==> config.mk <==
export PLATFORM = sky130hd
export DESIGN_NAME = serial_adder
export DESIGN_NICKNAME = d
export VERILOG_FILES = /design/src/rtl/serial_adder.sv
export SDC_FILE = /design/constraint.sdc
export NUM_CORES = 1
export LEC_CHECK = 0
export ABC_AREA = 0
export CAP_MARGIN = 20
export CORE_MARGIN = 5
export CORE_UTILIZATION = 52
export CTS_BUF_LIST = sky130_fd_sc_hd__clkbuf_4
export DETAILED_ROUTE_END_ITERATION = 10
export PLACE_DENSITY = 0.86
export SYNTH_ARGS = -nofsm -noshare
export SYNTH_HDL_FRONTEND = slang
export SYNTH_SLANG_ARGS = --single-unit
export TNS_END_PERCENT = 30
==> constraint.sdc <==
create_clock -name clk -period 2.25 [get_ports clk]
set_input_delay 0.675 -clock clk [delete_from_list [all_inputs] [get_ports clk]]
set_output_delay 0.675 -clock clk [all_outputs]
set_load 0.01 [all_outputs]
==> src/rtl/serial_adder.sv <==
// Bit-serial ripple adder: adds a + b + cin one bit per clock, LSB first,
// with the carry held in a flip-flop between bits. A result takes WIDTH
// cycles in ADD plus one DONE cycle, so back-to-back operations repeat
// every WIDTH+2 cycles.
//
// Optional feature: define SERIAL_ADDER_OVF_EN to compute the signed-overflow
// flag. Without the macro, the ovf port is tied to 0.
module serial_adder #(
  parameter int WIDTH = 8
) (
  input  logic             clk,
  input  logic             rst,
  input  logic             start,
  input  logic [WIDTH-1:0] a,
  input  logic [WIDTH-1:0] b,
  input  logic             cin,
  output logic             busy,
  output logic             done,
  output logic [WIDTH-1:0] s,
  output logic             c,
  output logic             ovf
);

  // A counter width of at least 1 keeps WIDTH=1 legal.
  localparam int CNT_W = (WIDTH > 1) ? $clog2(WIDTH) : 1;

  typedef enum logic [1:0] {
    IDLE = 2'd0,
    ADD  = 2'd1,
    DONE = 2'd2
  } state_t;

  state_t           state_q, state_d;
  logic [CNT_W-1:0] cnt_q;
  logic             carry_q;
  logic [WIDTH-1:0] a_q, b_q, sum_q;
  logic [WIDTH-1:0] s_q;
  logic             c_q;
  logic             accept;
  logic             last_bit;
  logic             sum_bit;
  logic             carry_nxt;
  logic [WIDTH:0]   sum_shift;

  // One bit position: two cascaded half adders with their carries ORed.
  // Returns {carry_out, sum}.
  function automatic logic [1:0] full_add(input logic x, input logic y,
                                          input logic ci);
    logic p, g;
    p = x ^ y;
    g = x & y;
    return {g | (ci & p), p ^ ci};
  endfunction

  assign accept    = (state_q == IDLE) && start;
  assign last_bit  = (cnt_q == CNT_W'(WIDTH - 1));
  assign {carry_nxt, sum_bit} = full_add(a_q[0], b_q[0], carry_q);
  // New sum bit enters at the MSB; after WIDTH shifts sum_q holds the full sum.
  assign sum_shift = {sum_bit, sum_q};

  // State register.
  always_ff @(posedge clk) begin
    if (rst) begin
      state_q <= IDLE;
    end else begin
      state_q <= state_d;
    end
  end

  // Next-state logic: start is only looked at in IDLE.
  always_comb begin
    state_d = state_q;
    case (state_q)
      IDLE:    if (start) state_d = ADD;
      ADD:     if (last_bit) state_d = DONE;
      DONE:    state_d = IDLE;
      default: state_d = IDLE;
    endcase
  end

  // Control state: bit counter and the carry flip-flop between bits.
  always_ff @(posedge clk) begin
    if (rst) begin
      cnt_q   <= '0;
      carry_q <= 1'b0;
    end else if (accept) begin
      cnt_q   <= '0;
      carry_q <= cin;
    end else if (state_q == ADD) begin
      cnt_q   <= cnt_q + 1'b1;
      carry_q <= carry_nxt;
    end
  end

  // Operand and partial-sum shift registers; captured once, so later input
  // changes or ignored start pulses cannot disturb them.
  always_ff @(posedge clk) begin
    if (accept) begin
      a_q <= a;
      b_q <= b;
    end else if (state_q == ADD) begin
      a_q   <= a_q >> 1;
      b_q   <= b_q >> 1;
      sum_q <= sum_shift[WIDTH:1];
    end
  end

  // Result registers: loaded only by the edge that processes the MSB.
  always_ff @(posedge clk) begin
    if (rst) begin
      s_q <= '0;
      c_q <= 1'b0;
    end else if ((state_q == ADD) && last_bit) begin
      s_q <= sum_shift[WIDTH:1];
      c_q <= carry_nxt;
    end
  end

`ifdef SERIAL_ADDER_OVF_EN
  logic ovf_q;
  logic ovf_nxt;

  // On the MSB edge a_q[0]/b_q[0] are the operand sign bits.
  assign ovf_nxt = (a_q[0] == b_q[0]) && (sum_bit != a_q[0]);

  // Signed-overflow flag, loaded together with the sum.
  always_ff @(posedge clk) begin
    if (rst) begin
      ovf_q <= 1'b0;
    end else if ((state_q == ADD) && last_bit) begin
      ovf_q <= ovf_nxt;
    end
  end

  assign ovf = ovf_q;
`else
  assign ovf = 1'b0;
`endif

  assign busy = (state_q == ADD);
  assign done = (state_q == DONE);
  assign s    = s_q;
  assign c    = c_q;

endmodule

# After elaboration in Yosys (flattened, before gate mapping)
# Index checks and enable logic that the tools add are counted.
op_classes:
  addsub: 1
  n_eq_ne: 5
  mux: 9
  bitwise_logic: 6
  n_reduce_logical: 7
op_table:
  columns: ["op", "n"]
  rows:
  - ["8-bit 2-to-1 mux", 4]
  - ["2-bit 2-to-1 mux", 2]
  - ["2-bit one-hot mux with 2 select lines", 1]
  - ["2-bit AND reduction", 2]
  - ["3-bit by 1-bit adder with 3-bit output (second input constant)", 1]
  - ["3-bit == test (second input constant)", 1]
  - ["1-bit bitwise AND", 2]
  - ["2-bit by 1-bit == test with 1-bit output (second input constant)", 1]
  - ["2-bit == test (second input constant)", 1]
  - ["1-bit logical AND", 2]
  - ["2-bit logical NOT", 1]
  - ["1-bit 2-to-1 mux", 2]
  - ["2-bit by 1-bit inequality test with 1-bit output (second input constant)", 1]
  - ["2-bit inequality test (second input constant)", 1]
  - ["2-bit nonzero test", 1]
  - ["2-bit OR reduction", 1]
  - ["1-bit bitwise XOR", 2]
  - ["1-bit inverter", 1]
  - ["1-bit OR", 1]
word_totals:
  ff_bits: 39
  in_bits: 20
  out_inout_bits: 12
  word_cells: 36

# Longest topological paths before layout
logic_depth:
  word_depth: 5
  mapped_depth: 6
  ltp_nobuf: 5

# Least setup slack after synthesis
# Ideal clock, no wire load.
synth_path:
  path_kind: "input -> register"
  from: "input start"
  to: "register a_q[0] (enable)"
  setup_time_ns: 0.390
  arrival_time_ns: 1.436
  required_ns: 1.860
  slack_ns: 0.424
  stages: 2
  n_path_buf: 0
  cell_sequence: "nor2_1 nor2_1"
synth_between:
  elab_chain_len: 2
synth_rtl:
  columns: ["element", "line_no", "text"]
  rows:
  - ["start: declaration", "13", "input logic start,"]
  - ["1-bit logical AND", "55", "assign accept = (state_q == IDLE) && start;"]
  - ["2-bit nonzero test (no line)", null, null]
  - ["end signal: assignment", "102", "a_q <= a_q >> 1;"]
  - ["end: declaration", "36", "logic [WIDTH-1:0] a_q, b_q, sum_q;"]
# Every way passes these cells.
# A chain may end at the register's enable or synchronous reset.

# Worst setup path after layout
layout_path:
  from: "register state_q[0]"
  to: "output busy"
layout_between:
  elab_chain_len: 1
layout_rtl:
  columns: ["element", "line_no", "text"]
  rows:
  - ["start: declaration", "33", "state_t state_q, state_d;"]
  - ["start signal: assignment", "66", "state_q <= state_d;"]
  - ["2-bit by 1-bit == test with 1-bit output", "140", "assign busy = (state_q == ADD);"]
  - ["end: declaration", "17", "output logic busy,"]
# Every way passes these cells.

==> impl_results.rst <==
.. list-table::
   :header-rows: 1

   * - Metric
     - Value
   * - Placement row count
     - 20
   * - Cells after synthesis
     - 111
   * - Critical path endpoint
     - busy
   * - Clock Tree Buf Depth
     - 2
   * - Core outline area
     - 3003 um2
   * - Post-Syn Area
     - 1589 um2
   * - CTS tree
     - built
   * - Accumulated negative setup slack
     - 0 ps
   * - Later-pin clock latency in the skew report
     - 340 ps
   * - Worst Path Class, Setup
     - flop to output pin
   * - Post-synth net total
     - 134
   * - Max Cap Viol
     - 0
   * - Final RePlAce weighted congestion
     - 0.7493
   * - Total setup violations reported at the end of the flow
     - 0
   * - Antenna cell count
     - 0
   * - Leakage Power
     - 0.7039 nW
   * - Number of sinks driven by the clock tree
     - 38
   * - Filler-free cell count of the finished design
     - 180
   * - Sequential cell area fraction in the yosys report
     - 0.6236
   * - Most frequent cells in the layout
     - sky130_fd_sc_hd__clkdlybuf4s50_1 (30), sky130_fd_sc_hd__edfxtp_1 (23), sky130_fd_sc_hd__mux2_1 (13), sky130_fd_sc_hd__dfxtp_1 (13)
   * - Result of the run
     - complete, no violations
   * - Number of distinct library cell variants in the gate-level netlist after synthesis
     - 25
   * - Clock tree root driver cell
     - sky130_fd_sc_hd__clkbuf_4
   * - Overall track demand over capacity in global routing
     - 0.1458
   * - Remaining antenna violation count
     - 0
   * - Effective utilization at floorplan
     - 0.5292
   * - Sort of element at the end of the critical path
     - output pin
   * - First-pass GRT wire length
     - 4554 um
   * - Post-synthesis register bit count
     - 38
   * - Mean cell area of the mapped netlist
     - 14.32 um2
   * - Time the final worst path needs with I/O delays and setup
     - 2120 ps
   * - Vertical extent of the die
     - 65.28 um
   * - Total Wirelength
     - 2591 um
   * - Worst endpoint required time
     - 1570 ps
   * - Power Total
     - 1.421 mW
   * - Critical Path Start Type
     - flop
   * - H-tree lvl count
     - 2
   * - Fin. Hold Viols
     - 0
   * - Launch point of the worst reg-to-reg path
     - state_q[1]
   * - Crit Path Max Fanout
     - 5
   * - Die width
     - 65.28 um
   * - Initial detailed-routing violation count
     - 13
   * - Number of buffers created by CTS
     - 5
   * - Reg2reg path depth
     - 3
   * - Detail-routed net length per standard cell
     - 14.39 um
   * - Pin count of the biggest net entering global routing
     - 22
   * - Area growth syn-to-layout
     - 26.30%
   * - Register clock-pin slew on the reported worst setup and hold paths
     - 100 ps
   * - Number of design rule violations left after detail routing
     - 0
   * - Worst-case clock skew
     - 10.21 ps
   * - Startpoint of the worst setup timing path
     - state_q[0]
   * - Iteration count of the initial detailed-routing pass
     - 4
   * - Tcrit/Tclk final
     - 0.9424
   * - Most common cell after layout, fill and taps aside
     - sky130_fd_sc_hd__clkdlybuf4s50_1
   * - Max-slew violation count
     - 0
   * - Maximum clock frequency
     - 471.6 MHz
   * - DR vias
     - 948
   * - Fin nets
     - 169
   * - Number of instances in the placed design
     - 172
   * - RSZ-0062 raised after global routing
     - no
   * - Vias in the first global route
     - 1006
   * - Worst Hold Slack
     - 477.5 ps
   * - Hold WC Path Type
     - flop to flop
   * - DIE AREA
     - 4261 um2
   * - Endpoint of the worst-slack reg-to-reg timing path
     - a_q[4]
   * - Vias per Instance
     - 5.267
   * - Antenna violations before repair
     - 0
   * - Grt total ovfl
     - 0
   * - YS warnings
     - 0
   * - Boundary pin count
     - 32
   * - Flop2flop setup slack
     - 850 ps
   * - Power Density
     - 708.3 nW/um2
   * - Maximum resistive drop on vdd
     - 410.8 uV
   * - Hold depth
     - 2
   * - Fraction of final layout cells sized beyond drive strength 1
     - 0.2381
   * - Data arrival at the endpoint of the critical path
     - 1450 ps
   * - IO buf count
     - 30
   * - Half-perimeter wire length of the detailed placement result
     - 1963 um
-- cell usage after synthesis --
library cell,count,share of area
sky130_fd_sc_hd__a21oi_1,2,0.0063
sky130_fd_sc_hd__a21oi_2,8,0.044
sky130_fd_sc_hd__and2_1,2,0.0079
sky130_fd_sc_hd__buf_2,1,0.0031
sky130_fd_sc_hd__buf_4,5,0.024
sky130_fd_sc_hd__buf_8,1,0.0094
sky130_fd_sc_hd__conb_1,1,0.0024
sky130_fd_sc_hd__dfxtp_1,15,0.19
sky130_fd_sc_hd__edfxtp_1,23,0.43
sky130_fd_sc_hd__fa_1,1,0.013
sky130_fd_sc_hd__ha_1,2,0.016
sky130_fd_sc_hd__inv_1,2,0.0047
sky130_fd_sc_hd__inv_2,1,0.0024
sky130_fd_sc_hd__mux2_1,13,0.092
sky130_fd_sc_hd__mux2_2,1,0.0071
sky130_fd_sc_hd__mux2i_1,3,0.019
sky130_fd_sc_hd__nand2_1,8,0.019
sky130_fd_sc_hd__nand3_2,8,0.050
sky130_fd_sc_hd__nand3b_2,1,0.0071
sky130_fd_sc_hd__nor2_1,5,0.012
sky130_fd_sc_hd__nor2b_1,2,0.0079
sky130_fd_sc_hd__nor3_1,3,0.0094
sky130_fd_sc_hd__nor3b_2,1,0.0079
sky130_fd_sc_hd__o221a_1,1,0.0071
sky130_fd_sc_hd__xnor2_1,1,0.0055
-- per-layer routing --
metal,vias up,global-route usage,share of wire
met5,-,0,0
met4,0,0.05440,0.015
met3,5,0.07350,0.080
met2,31,0.2478,0.52
met1,448,0.1542,0.39
li1,464,-,-
-- how the worst min path moves through the flow --
stage	start	to	slack, ps
2_1_floorplan	sum_q[2]	sum_q[1]	450
6_report	s[0]	s[0]	480
3_3_place_gp	s[3]	s[3]	450
4_1_cts	s[7]	s[7]	480
3_5_place_dp	sum_q[7]	sum_q[6]	460
5_1_grt	s[5]	s[5]	490
-- registers in the layout, indices dropped and copies added (netlist names) --
name and count:
cnt_q 3, a_q 8, carry_q 1, state_q 2, b_q 8, s 8
c 1, sum_q 7
-- power by group --
group	switching (mW)	internal (mW)	total [mW]
registers	0.0215	0.804	0.825
clock network	0.211	0.243	0.455
logic	0.0623	0.0795	0.142
total	0.295	1.13	1.42
-- stage by stage --
stage / cell area (um2) / utilization / setup slack (ps)
2_1_floorplan: 1589 / - / 423.6
3_3_place_gp: 1926 / 0.6413 / 88.84
3_5_place_dp: 1926 / 0.6413 / 55.11
4_1_cts: 2004 / 0.6675 / 40.73
5_1_grt: 2007 / 0.6683 / 37.84
6_report: 2007 / 0.6683 / 129.6
-- area by class of cell --
type                    count  area, um2
well taps                  33      41.29
clock inverters             2      33.78
repair buffers             35      350.3
inverters                   3      11.26
flip-flops and latches     38      993.5
fillers                   242      996.0
clock buffers               6      45.04
multi-input cells          63      531.8
-- worst max-delay path: stages (launching register included) --
cell	delay (ps)
sky130_fd_sc_hd__dfxtp_2	390
sky130_fd_sc_hd__nor2b_2	180
sky130_fd_sc_hd__clkdlybuf4s50_1	550
-- timing repair --
item / CTS / global route
buffers inserted: 0 / 0
gates resized for setup: 0 / 2
hold buffers: 0 / 0
endpoints found under the setup margin: 0 / 2
-- kinds of logic after synthesis --
family,share of synthesized area
DFF,0.6236
and+or+nand+nor,0.1213
muxes,0.1181
AOI/OAI and AO/OA,0.05748
buffers and inverters,0.04330
adders and majority gates,0.02834
other,0.002360
xor gates and xnor gates,0.005513
No activity file was read; power rests on OpenSTA's default activity.
